[config.mk]
export PLATFORM = sky130hd
export DESIGN_NAME = bus_initiator
export DESIGN_NICKNAME = d
export VERILOG_FILES = /design/src/rtl/mackerel_bus_pkg.sv /design/src/rtl/sync2.sv /design/src/rtl/bus_initiator.sv
export SDC_FILE = /design/constraint.sdc
export NUM_CORES = 1
export LEC_CHECK = 0
export CELL_PAD_IN_SITES_DETAIL_PLACEMENT = 0
export CELL_PAD_IN_SITES_GLOBAL_PLACEMENT = 1
export CORE_UTILIZATION = 45
export CTS_CLUSTER_DIAMETER = 200
export DETAILED_ROUTE_END_ITERATION = 12
export PLACE_DENSITY = 0.89
export SYNTH_ARGS = -nofsm -noshare
export SYNTH_HDL_FRONTEND = slang
export SYNTH_SLANG_ARGS = --single-unit
[constraint.sdc]
create_clock -name CLK -period 8 [get_ports CLK]
set_input_delay 1.6 -clock CLK [delete_from_list [all_inputs] [get_ports CLK]]
set_output_delay 1.6 -clock CLK [all_outputs]
set_load 0.05 [all_outputs]
[src/rtl/mackerel_bus_pkg.sv]
// Shared types and helpers for the Mackerel-30 bus initiator: state encoding,
// operand size codes, DSACK port-width codes and byte-lane steering functions.
package mackerel_bus_pkg;

    typedef enum logic [2:0] {
        IDLE,
        ARB,
        S0,
        S1,
        WAIT,
        S_END,
        RECOV
    } state_e;

    localparam logic [1:0] SIZE_BYTE = 2'b01;
    localparam logic [1:0] SIZE_WORD = 2'b10;
    localparam logic [1:0] SIZE_LONG = 2'b00;

    // Port width as seen on {DSACK1_n, DSACK0_n}
    localparam logic [1:0] PORT_8  = 2'b10;
    localparam logic [1:0] PORT_16 = 2'b01;
    localparam logic [1:0] PORT_32 = 2'b00;

    function automatic logic [2:0] size_bytes(input logic [1:0] size);
        case (size)
            SIZE_BYTE: return 3'd1;
            SIZE_WORD: return 3'd2;
            default:   return 3'd4;
        endcase
    endfunction

    // Operand byte k, counted from the most significant byte of a right-justified operand
    function automatic logic [7:0] op_byte(input logic [31:0] data, input logic [2:0] nbytes,
                                           input logic [2:0] k);
        logic [2:0] idx;
        idx = nbytes - 3'd1 - k;
        return data[{idx[1:0], 3'b000} +: 8];
    endfunction

    function automatic logic [31:0] write_lanes(input logic [31:0] data, input logic [2:0] nbytes,
                                                input logic [2:0] p, input logic [2:0] r,
                                                input logic [1:0] a);
        logic [31:0] lanes;
        logic [2:0]  o;
        lanes = '0;
        for (int j = 0; j < 4; j++) begin
            o = {1'b0, a} + 3'(j);
            if ((3'(j) < r) && (o < 3'd4))
                lanes[{~o[1:0], 3'b000} +: 8] = op_byte(data, nbytes, p + 3'(j));
        end
        // Narrow ports only see the upper lanes, so mirror the leading bytes there
        lanes[31:24] = op_byte(data, nbytes, p);
        if (a[0])
            lanes[23:16] = op_byte(data, nbytes, p);
        else if (r >= 3'd2)
            lanes[23:16] = op_byte(data, nbytes, p + 3'd1);
        return lanes;
    endfunction

    function automatic logic [31:0] read_merge(input logic [31:0] rbuf, input logic [31:0] din,
                                               input logic [2:0] nbytes, input logic [2:0] p,
                                               input logic [2:0] n, input logic [1:0] base);
        logic [31:0] res;
        logic [2:0]  o;
        logic [2:0]  idx;
        res = rbuf;
        for (int j = 0; j < 4; j++) begin
            if (3'(j) < n) begin
                o   = {1'b0, base} + 3'(j);
                idx = nbytes - 3'd1 - (p + 3'(j));
                res[{idx[1:0], 3'b000} +: 8] = din[{~o[1:0], 3'b000} +: 8];
            end
        end
        return res;
    endfunction

endpackage

[src/rtl/sync2.sv]
// Two-flop synchronizer for asynchronous active-low bus terminations and grants.
module sync2 #(
    parameter logic RESET_VAL = 1'b1
) (
    input  logic clk_i,
    input  logic rst_ni,
    input  logic d_i,
    output logic q_o
);

    logic meta_q;
    logic sync_q;

    always_ff @(posedge clk_i or negedge rst_ni) begin
        if (!rst_ni) begin
            meta_q <= RESET_VAL;
            sync_q <= RESET_VAL;
        end else begin
            meta_q <= d_i;
            sync_q <= meta_q;
        end
    end

    assign q_o = sync_q;

endmodule

[src/rtl/bus_initiator.sv]
// 68030-style bus-master engine with dynamic bus sizing for on-chip clients.
// Optional bus arbitration (BR_n/BG_n/BGACK_n, ARB state) is enabled by defining BUS_ARB_EN.
module bus_initiator
    import mackerel_bus_pkg::*;
#(
    parameter int unsigned TIMEOUT = 255,
    parameter logic [2:0]  FC_VAL  = 3'b101
) (
    input  logic        CLK,
    input  logic        RST_n,
    input  logic        REQ,
    input  logic [31:0] ADDR,
    input  logic [31:0] WDATA,
    input  logic [1:0]  SIZE,
    input  logic        WR,
    output logic        DONE,
    output logic        ERR,
    output logic [31:0] RDATA,
    output logic [31:0] A,
    output logic [2:0]  FC,
    output logic        SIZ1,
    output logic        SIZ0,
    output logic        RW,
    output logic        AS_n,
    output logic        DS_n,
    output logic [31:0] D_OUT,
    output logic        D_OE,
    input  logic [31:0] D_IN,
    input  logic        DSACK0_n,
    input  logic        DSACK1_n,
    input  logic        BERR_n
`ifdef BUS_ARB_EN
    ,
    output logic        BR_n,
    input  logic        BG_n,
    output logic        BGACK_n
`endif
);

`ifdef BUS_ARB_EN
    localparam logic ARB_EN = 1'b1;
`else
    localparam logic ARB_EN = 1'b0;
`endif
    localparam logic [15:0] TMO_LAST = 16'(TIMEOUT - 1);

    state_e      state_q;
    logic [31:0] addr_q, wdata_q, rdBuf_q, rdBuf_d, rdata_q, a_q, dOut_q;
    logic [2:0]  nBytes_q, p_q, r_q, n_q;
    logic        wr_q, err_q;
    logic [15:0] tmo_q;
    logic [1:0]  siz_q;
    logic        rw_q, as_q, ds_q, dOe_q, done_q, errOut_q;
    logic        ds0Sync, ds1Sync, berrSync, termsHigh, goS0;
    logic [31:0] srcAddr, srcData, cycAddr, cycData;
    logic [2:0]  srcBytes, srcP, srcR, room, nTake;
    logic        srcWr;
    logic [1:0]  laneBase;

    sync2 uDs0  (.clk_i(CLK), .rst_ni(RST_n), .d_i(DSACK0_n), .q_o(ds0Sync));
    sync2 uDs1  (.clk_i(CLK), .rst_ni(RST_n), .d_i(DSACK1_n), .q_o(ds1Sync));
    sync2 uBerr (.clk_i(CLK), .rst_ni(RST_n), .d_i(BERR_n),   .q_o(berrSync));

`ifdef BUS_ARB_EN
    logic bgSync, br_q, bgack_q;
    sync2 uBg (.clk_i(CLK), .rst_ni(RST_n), .d_i(BG_n), .q_o(bgSync));
    assign BR_n    = br_q;
    assign BGACK_n = bgack_q;
`endif

    // A new bus cycle starts either from a fresh request or from the latched transfer
    always_comb begin
        if (state_q == IDLE) begin
            srcAddr  = ADDR;
            srcData  = WDATA;
            srcBytes = size_bytes(SIZE);
            srcWr    = WR;
            srcP     = 3'd0;
            srcR     = size_bytes(SIZE);
        end else begin
            srcAddr  = addr_q;
            srcData  = wdata_q;
            srcBytes = nBytes_q;
            srcWr    = wr_q;
            srcP     = p_q;
            srcR     = r_q;
        end
        cycAddr = srcAddr + {29'd0, srcP};
        cycData = write_lanes(srcData, srcBytes, srcP, srcR, cycAddr[1:0]);

        case ({ds1Sync, ds0Sync})
            PORT_32: begin laneBase = a_q[1:0];          room = 3'd4 - {1'b0, a_q[1:0]}; end
            PORT_16: begin laneBase = {1'b0, a_q[0]};    room = 3'd2 - {2'b00, a_q[0]}; end
            default: begin laneBase = 2'd0;              room = 3'd1; end
        endcase
        nTake   = (r_q < room) ? r_q : room;
        rdBuf_d = read_merge(rdBuf_q, D_IN, nBytes_q, p_q, nTake, laneBase);

        termsHigh = berrSync & ds0Sync & ds1Sync;
        case (state_q)
            IDLE:    goS0 = REQ && !ARB_EN;
`ifdef BUS_ARB_EN
            ARB:     goS0 = !bgSync;
`endif
            RECOV:   goS0 = termsHigh && (r_q != 3'd0) && !err_q;
            default: goS0 = 1'b0;
        endcase
    end

    always_ff @(posedge CLK or negedge RST_n) begin
        if (!RST_n) begin
            state_q  <= IDLE;
            addr_q   <= '0;
            wdata_q  <= '0;
            nBytes_q <= '0;
            wr_q     <= 1'b0;
            p_q      <= '0;
            r_q      <= '0;
            n_q      <= '0;
            err_q    <= 1'b0;
            tmo_q    <= '0;
            rdBuf_q  <= '0;
            rdata_q  <= '0;
            a_q      <= '0;
            dOut_q   <= '0;
            siz_q    <= 2'b00;
            rw_q     <= 1'b1;
            as_q     <= 1'b1;
            ds_q     <= 1'b1;
            dOe_q    <= 1'b0;
            done_q   <= 1'b0;
            errOut_q <= 1'b0;
`ifdef BUS_ARB_EN
            br_q     <= 1'b1;
            bgack_q  <= 1'b1;
`endif
        end else begin
            done_q   <= 1'b0;
            errOut_q <= 1'b0;
            case (state_q)
                IDLE: begin
`ifdef BUS_ARB_EN
                    bgack_q <= 1'b1;
`endif
                    if (REQ) begin
                        addr_q   <= ADDR;
                        wdata_q  <= WDATA;
                        nBytes_q <= srcBytes;
                        wr_q     <= WR;
                        p_q      <= 3'd0;
                        r_q      <= srcBytes;
                        err_q    <= 1'b0;
                        rdBuf_q  <= '0;
`ifdef BUS_ARB_EN
                        state_q  <= ARB;
                        br_q     <= 1'b0;
`endif
                    end
                end
`ifdef BUS_ARB_EN
                ARB: begin
                    if (!bgSync) begin
                        br_q    <= 1'b1;
                        bgack_q <= 1'b0;
                    end
                end
`endif
                S0: begin
                    state_q <= S1;
                    as_q    <= 1'b0;
                    ds_q    <= wr_q;
                end
                S1: begin
                    state_q <= WAIT;
                    ds_q    <= 1'b0;
                    tmo_q   <= '0;
                end
                WAIT: begin
                    // A DSACK arriving on the last timeout clock still wins over the timeout
                    if (!berrSync || (ds0Sync && ds1Sync && tmo_q == TMO_LAST)) begin
                        err_q   <= 1'b1;
                        n_q     <= 3'd0;
                        state_q <= S_END;
                        as_q    <= 1'b1;
                        ds_q    <= 1'b1;
                        dOe_q   <= 1'b0;
                    end else if (!ds0Sync || !ds1Sync) begin
                        n_q     <= nTake;
                        if (!wr_q)
                            rdBuf_q <= rdBuf_d;
                        state_q <= S_END;
                        as_q    <= 1'b1;
                        ds_q    <= 1'b1;
                        dOe_q   <= 1'b0;
                    end else begin
                        tmo_q   <= tmo_q + 16'd1;
                    end
                end
                S_END: begin
                    p_q     <= p_q + n_q;
                    r_q     <= r_q - n_q;
                    state_q <= RECOV;
                end
                RECOV: begin
                    if (termsHigh && (r_q == 3'd0 || err_q)) begin
                        done_q   <= 1'b1;
                        errOut_q <= err_q;
                        rdata_q  <= rdBuf_q;
                        state_q  <= IDLE;
                    end
                end
                default: state_q <= IDLE;
            endcase
            if (goS0) begin
                state_q <= S0;
                a_q     <= cycAddr;
                siz_q   <= srcR[1:0];
                rw_q    <= ~srcWr;
                dOut_q  <= cycData;
                dOe_q   <= srcWr;
            end
        end
    end

    assign DONE  = done_q;
    assign ERR   = errOut_q;
    assign RDATA = rdata_q;
    assign A     = a_q;
    assign FC    = FC_VAL;
    assign SIZ1  = siz_q[1];
    assign SIZ0  = siz_q[0];
    assign RW    = rw_q;
    assign AS_n  = as_q;
    assign DS_n  = ds_q;
    assign D_OUT = dOut_q;
    assign D_OE  = dOe_q;

endmodule

Yosys cells after proc, flatten, opt, wreduce, memory -nomap -nowiden. Index checks and enable logic that the tools add are counted.

Bits in registers: 239. Bits in latches: 0. Memory bits (writable): 0. Memory bits (read-only): 0. Input port bits: 105. Output and inout port bits: 107. Word-level logic and storage cells: 233. Memories kept: 0.

$add $sub $neg: 36. $mul: 0. Divide/modulo/power cells: 0. Order comparisons: 14. Equal/unequal tests: 19. Shifts and indexed selects: 24. Muxes and demuxes: 62. Bitwise operators: 12. Reductions and logical operators: 39.

Operators by type and width (number): $mux W32 (13); $shift A8 B7 Y32 const A (8); $shiftx A32 B6 Y8 (8); $shiftx A8 B7 Y32 (8); $bwmux W32 (7); $pmux W32 S2 (1); $neg A5 Y7 (8); $mux W3 (12); $add A32 B3 Y32 (1); $and A32 B32 Y32 (1); $mux W16 (2); $pmux W16 S2 (1); $mux W24 (1); $pmux W3 S2 (4); $pmux W3 S6 (1); $add A16 B1 Y16 const B (1); $eq A16 B8 Y1 const B (1); $mux W8 (2); $not A2 Y2 (8); $sub A2 B2 Y2 (8); $ne A2 B2 Y1 const B (7); $reduce_and A2 Y1 (7); $mux W1 (13); $add A2 B2 Y2 const B (6); other kinds (34) (77).

Depth between registers and ports, before layout.
Depth in word-level cells: 17. Depth in mapped cells: 18. Mapped depth without buffers: 13.

Modules after synthesis. From an unflattened synthesis, not the netlist that was laid out.

Cell total of the unflattened synthesis: 1816. Area, all modules: 15608.7 sq um.

Modules (own cells, without submodules): bus_initiator (times used 1, cells an instance 1810, area an instance 15451.1 sq um, seq. area each 5809.3 sq um); sync2 (times used 3, cells an instance 2, area an instance 52.6 sq um, seq. area each 52.6 sq um).

Least setup slack after synthesis. OpenSTA, ideal clock, no wires.

Kind: input -> register. Start point: input port SIZE[1]. End point: register dOut_q[7], in the netlist D_OUT[7]. Setup time: 138 ps. Arrival: 4035 ps. Required time: 7862 ps. Path slack: 3827 ps. Cell stages on the path: 12. Path buffers: 2. Path through: inv_1 -> ha_1 -> nor4b_1 -> a21oi_1 -> ha_1 -> buf_1 -> clkbuf_1 -> mux2i_1 -> mux2i_1 -> nor2_1 -> a2111oi_0 -> o21ai_1.

Cells in the longest elaborated chain, start to end: 15. Elaborated cells between the ends (all ways): 34. Those cells by class: add/sub (5); order compare (4); eq/ne (2); shift (8); mux (10); bitwise (1); reduce/logical (4).

Ends and longest elaborated chain: start, declared (line bus_initiator.sv:14) `input logic [1:0] SIZE,`; $eq A2 B2 Y1 or $eq A2 B1 Y1 (tied branches) (line mackerel_bus_pkg.sv:25) `case (size)`; $pmux W3 S2 (*) (line mackerel_bus_pkg.sv:25); $mux W3 (line bus_initiator.sv:73) `if (state_q == IDLE) begin`; $sub A2 B1 Y2 (line mackerel_bus_pkg.sv:36) `idx = nbytes - 3'd1 - k;`; $sub A2 B2 Y2 (line mackerel_bus_pkg.sv:36); $shiftx A32 B6 Y8 (line mackerel_bus_pkg.sv:37) `return data[{idx[1:0], 3'b000} +: 8];`; $shiftx A8 B7 Y32 (line mackerel_bus_pkg.sv:49) `lanes[{~o[1:0], 3'b000} +: 8] = op_byte(data, nbytes, p + 3'(j));`; $and A32 B32 Y32 (no source line); $mux W32 (line mackerel_bus_pkg.sv:48) `if ((3'(j) < r) && (o < 3'd4))`; $bwmux W32 (line mackerel_bus_pkg.sv:49); $mux W32 (line mackerel_bus_pkg.sv:48); $bwmux W32 (line mackerel_bus_pkg.sv:49); $mux W32 (line mackerel_bus_pkg.sv:48); $bwmux W32 (line mackerel_bus_pkg.sv:49); $mux W24 (*) (line mackerel_bus_pkg.sv:48); end signal, assigned (line bus_initiator.sv:219) `dOut_q <= cycData;`; end, declared (line bus_initiator.sv:48) `logic [31:0] addr_q, wdata_q, rdBuf_q, rdBuf_d, rdata_q, a_q, dOut_q;`.

Every way passes the cells marked *; elsewhere a longest branch is shown, timed or not. A chain may end at the register's enable or synchronous reset.

Final worst setup path.
Start point: register state_q[2]. End point: register dOut_q[3], in the netlist D_OUT[3].

Cells in the longest elaborated chain, start to end: 14. Elaborated cells between the ends (all ways): 60. Those cells by class: add/sub (16); order compare (8); eq/ne (1); shift (12); mux (13); bitwise (5); reduce/logical (5).

Ends and longest elaborated chain: start, declared (line bus_initiator.sv:47) `state_e state_q;`; start signal, assigned (line bus_initiator.sv:112) `state_q <= IDLE;`; start signal, assigned (line bus_initiator.sv:169) `state_q <= S1;`; start signal, assigned (line bus_initiator.sv:174) `state_q <= WAIT;`; $logic_not A3 Y1 (*) (line bus_initiator.sv:73); $mux W32 or $mux W3 (tied branches) (line bus_initiator.sv:73); $add A32 B3 Y32 (*) (line bus_initiator.sv:88) `cycAddr = srcAddr + {29'd0, srcP};`; net cycAddr[1] (line bus_initiator.sv:55) `logic [31:0] srcAddr, srcData, cycAddr, cycData;`; branches (longest 10 deep; another with $neg A5 Y7); $mux W24 (*) (line mackerel_bus_pkg.sv:48).

Mark *: on every way through the listed nets, which the timed path passes.

==> out/metrics.yaml <==
io_pins: 212
start_util_pct: 45.8
synth_cells: 1784
synth_cell_types: 85
rr_worst_depth: 14
maxClockFrequency_mhz: 201
worstSetupEndpointType: "register"
synth.yosys.seq_area_share_pct: 38.8
nNetsFinal: 2083
hold_slack_ns: 0.354
hold_class: "reg2reg"
clock_latency_ns: 0.56
syn_to_final_growth_pct: 22.4
cp_max_fo: 44
synth-seq-cells: 238
syn_area_per_cell_um2: 8.62
vias_per_cell: 5.95
antenna_found_initial: 0
synth-edff-count: 0
power_leakage_uw: 0.00847
path_class: "reg2reg"
hold_viol_final: 0
dieArea_mm2: 0.0349
ir_worst_vdd_v: 0.000253
overflow: 0
finalSetupTns_ns: 0
synthArstFlopShare_pct: 100
placed_area_mm2: 0.0177
intPower_uw: 4440
gp_congestion: 0.951
hold_path_depth: 0
post-route-util_pct: 56.0
routedWlPerCell_um: 20.5
slew-limit-headroom_pct: 12.3
drc_errors: 0
power.share.clock_pct: 16.9
yosysWarnings: 0
status: "finished clean"
grt_max_degree: 102
fillers: 2987
cts_root_buffer: "clkbuf_16"
drt-total-wl_mm: 49.3
drive_gt1_share_pct: 5.58
cts-resized-gates: 0
numPortBuffers: 208
clk_pin_slew_worst_paths_ns: 0.06
cts_tree: "built"
grt_pass1_wl_mm: 77.5
ys.flop_type: "dfrtp_1"
grt.total_usage_pct: 27.7
postCtsSetupBuffers: 0
drt-pass1-iter-count: 5
register_area_mm2: 0.00597
worst_pin_slew_ns: 1.30
numClockSinks: 238
power_density_mw_per_mm2: 469
die_w_um: 187
rsz0062_at_grt: "no"
ctsHoldBuffers: 0
skew_ns: 0.0186
vias: 14300
rows: 67
startpoint_type: "register"
drv_slew: 0
cp.arrival_ns: 5.43
clock_path_buffers: 3
cts_max_level: 1
hpwl_mm: 35.9
setup_viol: 0
multi_input_area_mm2: 0.00886
diodes: 0
comb_power_share_pct: 59.9
cts_buffers: 28
core_mm2: 0.0336
synth_area_mm2: 0.0154
swShare_pct: 49.7
seqPwrFrac_pct: 23.2
drtIter0Drc: 1558
critPathRequiredTime_ns: 8.46
finalCritPeriodShare_pct: 62.2
final_antenna_net_count: 0
die_h_um: 187
drv_cap: 0
grt_pass1_vias: 13600
final_area_mm2: 0.0188
power.switching_uw: 4390
min_period_ns: 4.97
per-layer routing:
metal	up-vias	routed length, um	global-route usage (%)
met2	637	22000	43.1
met3	76	4230	5.22
met5	-	0	0
met1	6907	22100	39.7
met4	0	1050	6.75
li1	6666	-	-
cells by family (layout without fill, tap and decap cells):
| logic type | after synthesis | in the layout | synth area share (%) |
|---|---|---|---|
| AND/OR/NAND/NOR | 740 | 740 | 21.8 |
| adder cells (fa/ha/maj) | 45 | 45 | 3.81 |
| other | 2 | 3 | 0.0488 |
| buffers and inverters | 143 | 313 | 3.80 |
| XOR/XNOR | 51 | 51 | 3.09 |
| AO/OA/AOI/OAI | 392 | 392 | 17.3 |
| flip-flops | 238 | 238 | 38.8 |
| multiplexers | 173 | 173 | 11.4 |
critical path, cell delays in order (launching register included):
cell and delay [ns]:
dfrtp_1 0.44, buf_4 0.25, or3_2 0.71, buf_4 0.41, nand2_1 0.15, nand2_1 0.10
fa_1 0.80, inv_1 0.15, ha_1 0.23, inv_1 0.08, o21ai_0 0.15, a211oi_1 0.96
nor2b_1 0.24, a211oi_1 0.07, o21ai_0 0.11
registers in the layout, summed over array words and instances (netlist names), 2 cells and up:
name      cells
D_OUT        32
addr_q       32
r_q           3
tmo_q        16
rdBuf_q      32
A            32
wdata_q      32
nBytes_q      2
RDATA        32
state_q       3
n_q           3
siz_q         2
p_q           3
cell usage after synthesis (all sizes together), types with 4 or more instances:
cell type    n  area (um2)
nand2      418        1570
dfrtp      229        5730
mux2i      170        1710
nor2       108         405
a21oi       90         450
o21ai       86         430
clkbuf      71         267
nand3       52         260
ha          42         526
xor2        38         348
buf         37         186
inv         34         128
o22ai       25         156
o31ai       24         180
a221oi      22         193
and2        22         138
o211ai      20         150
nand2b      19         119
nor2b       19         119
nor3        18         111
a221o       15         150
and3        15        93.8
o221ai      15         131
a31oi       14        87.6
a211oi      13        97.6
xnor2       12         105
nor4        11        87.6
nand4       10        62.6
a222oi       9        90.1
dfstp        9         236
a22o         8        70.1
or3          8        55.1
or4b         8        83.8
a22oi        6        55.1
or2          6        37.5
a2bb2o       5        50.1
nand3b       5        37.5
o21a         5        37.5
a21o         4        30.0
nor3b        4        30.0
nor4b        4        35.0
or4          4        30.0
metrics by stage:
step | total power (uW) | instances | worst slack (ns)
detailed placement | 7250 | 2351 | 2.79
finish | 8830 | 2403 | 3.03
global route | 9340 | 2403 | 2.82
floorplan | 5710 | 1785 | 3.83
CTS | 8760 | 2403 | 3.12
global placement | 7160 | 2351 | 2.98
area by class of cell:
type	instances	area share, %
Timing Repair Buffer	226	11.8
Sequential cell	238	31.7
Inverter	35	0.698
Multi-Input combinational cell	1404	47.1
Clock inverter	15	1.52
Tap cell	448	2.98
Clock buffer	37	4.23
final timing paths:
check                             from        to  slack (ns)
max                         state_q[2]  D_OUT[3]        3.03
min                        uDs0.meta_q  uDs0.q_o        0.35
max reg2reg                 state_q[2]  D_OUT[3]        3.03
min reg2reg                uDs0.meta_q  uDs0.q_o        0.35
max in group asynchronous        RST_n      A[0]        5.45
min in group asynchronous        RST_n     A[16]        1.09
layout by cell type (no fill, tap or decap), types with 34 or more instances in the layout:
cell type	count
clkdlybuf4s50_1	207
nand2_1	418
o21ai_0	79
inv_1	34
ha_1	42
dfrtp_1	229
nor2_1	108
mux2i_1	169
nand3_1	52
a21oi_1	89
xor2_1	36
power groups by stage:
stage / combinational [uW] / clock [uW] / sequential (uW)
final: 5290 / 1490 / 2040
after global placement: 5120 / 0 / 2040
after CTS: 5220 / 1510 / 2040
after floorplan: 3080 / 0 / 2630
after global routing: 5680 / 1560 / 2100
after detailed placement: 5200 / 0 / 2050
(Power assumes the default switching activity.)
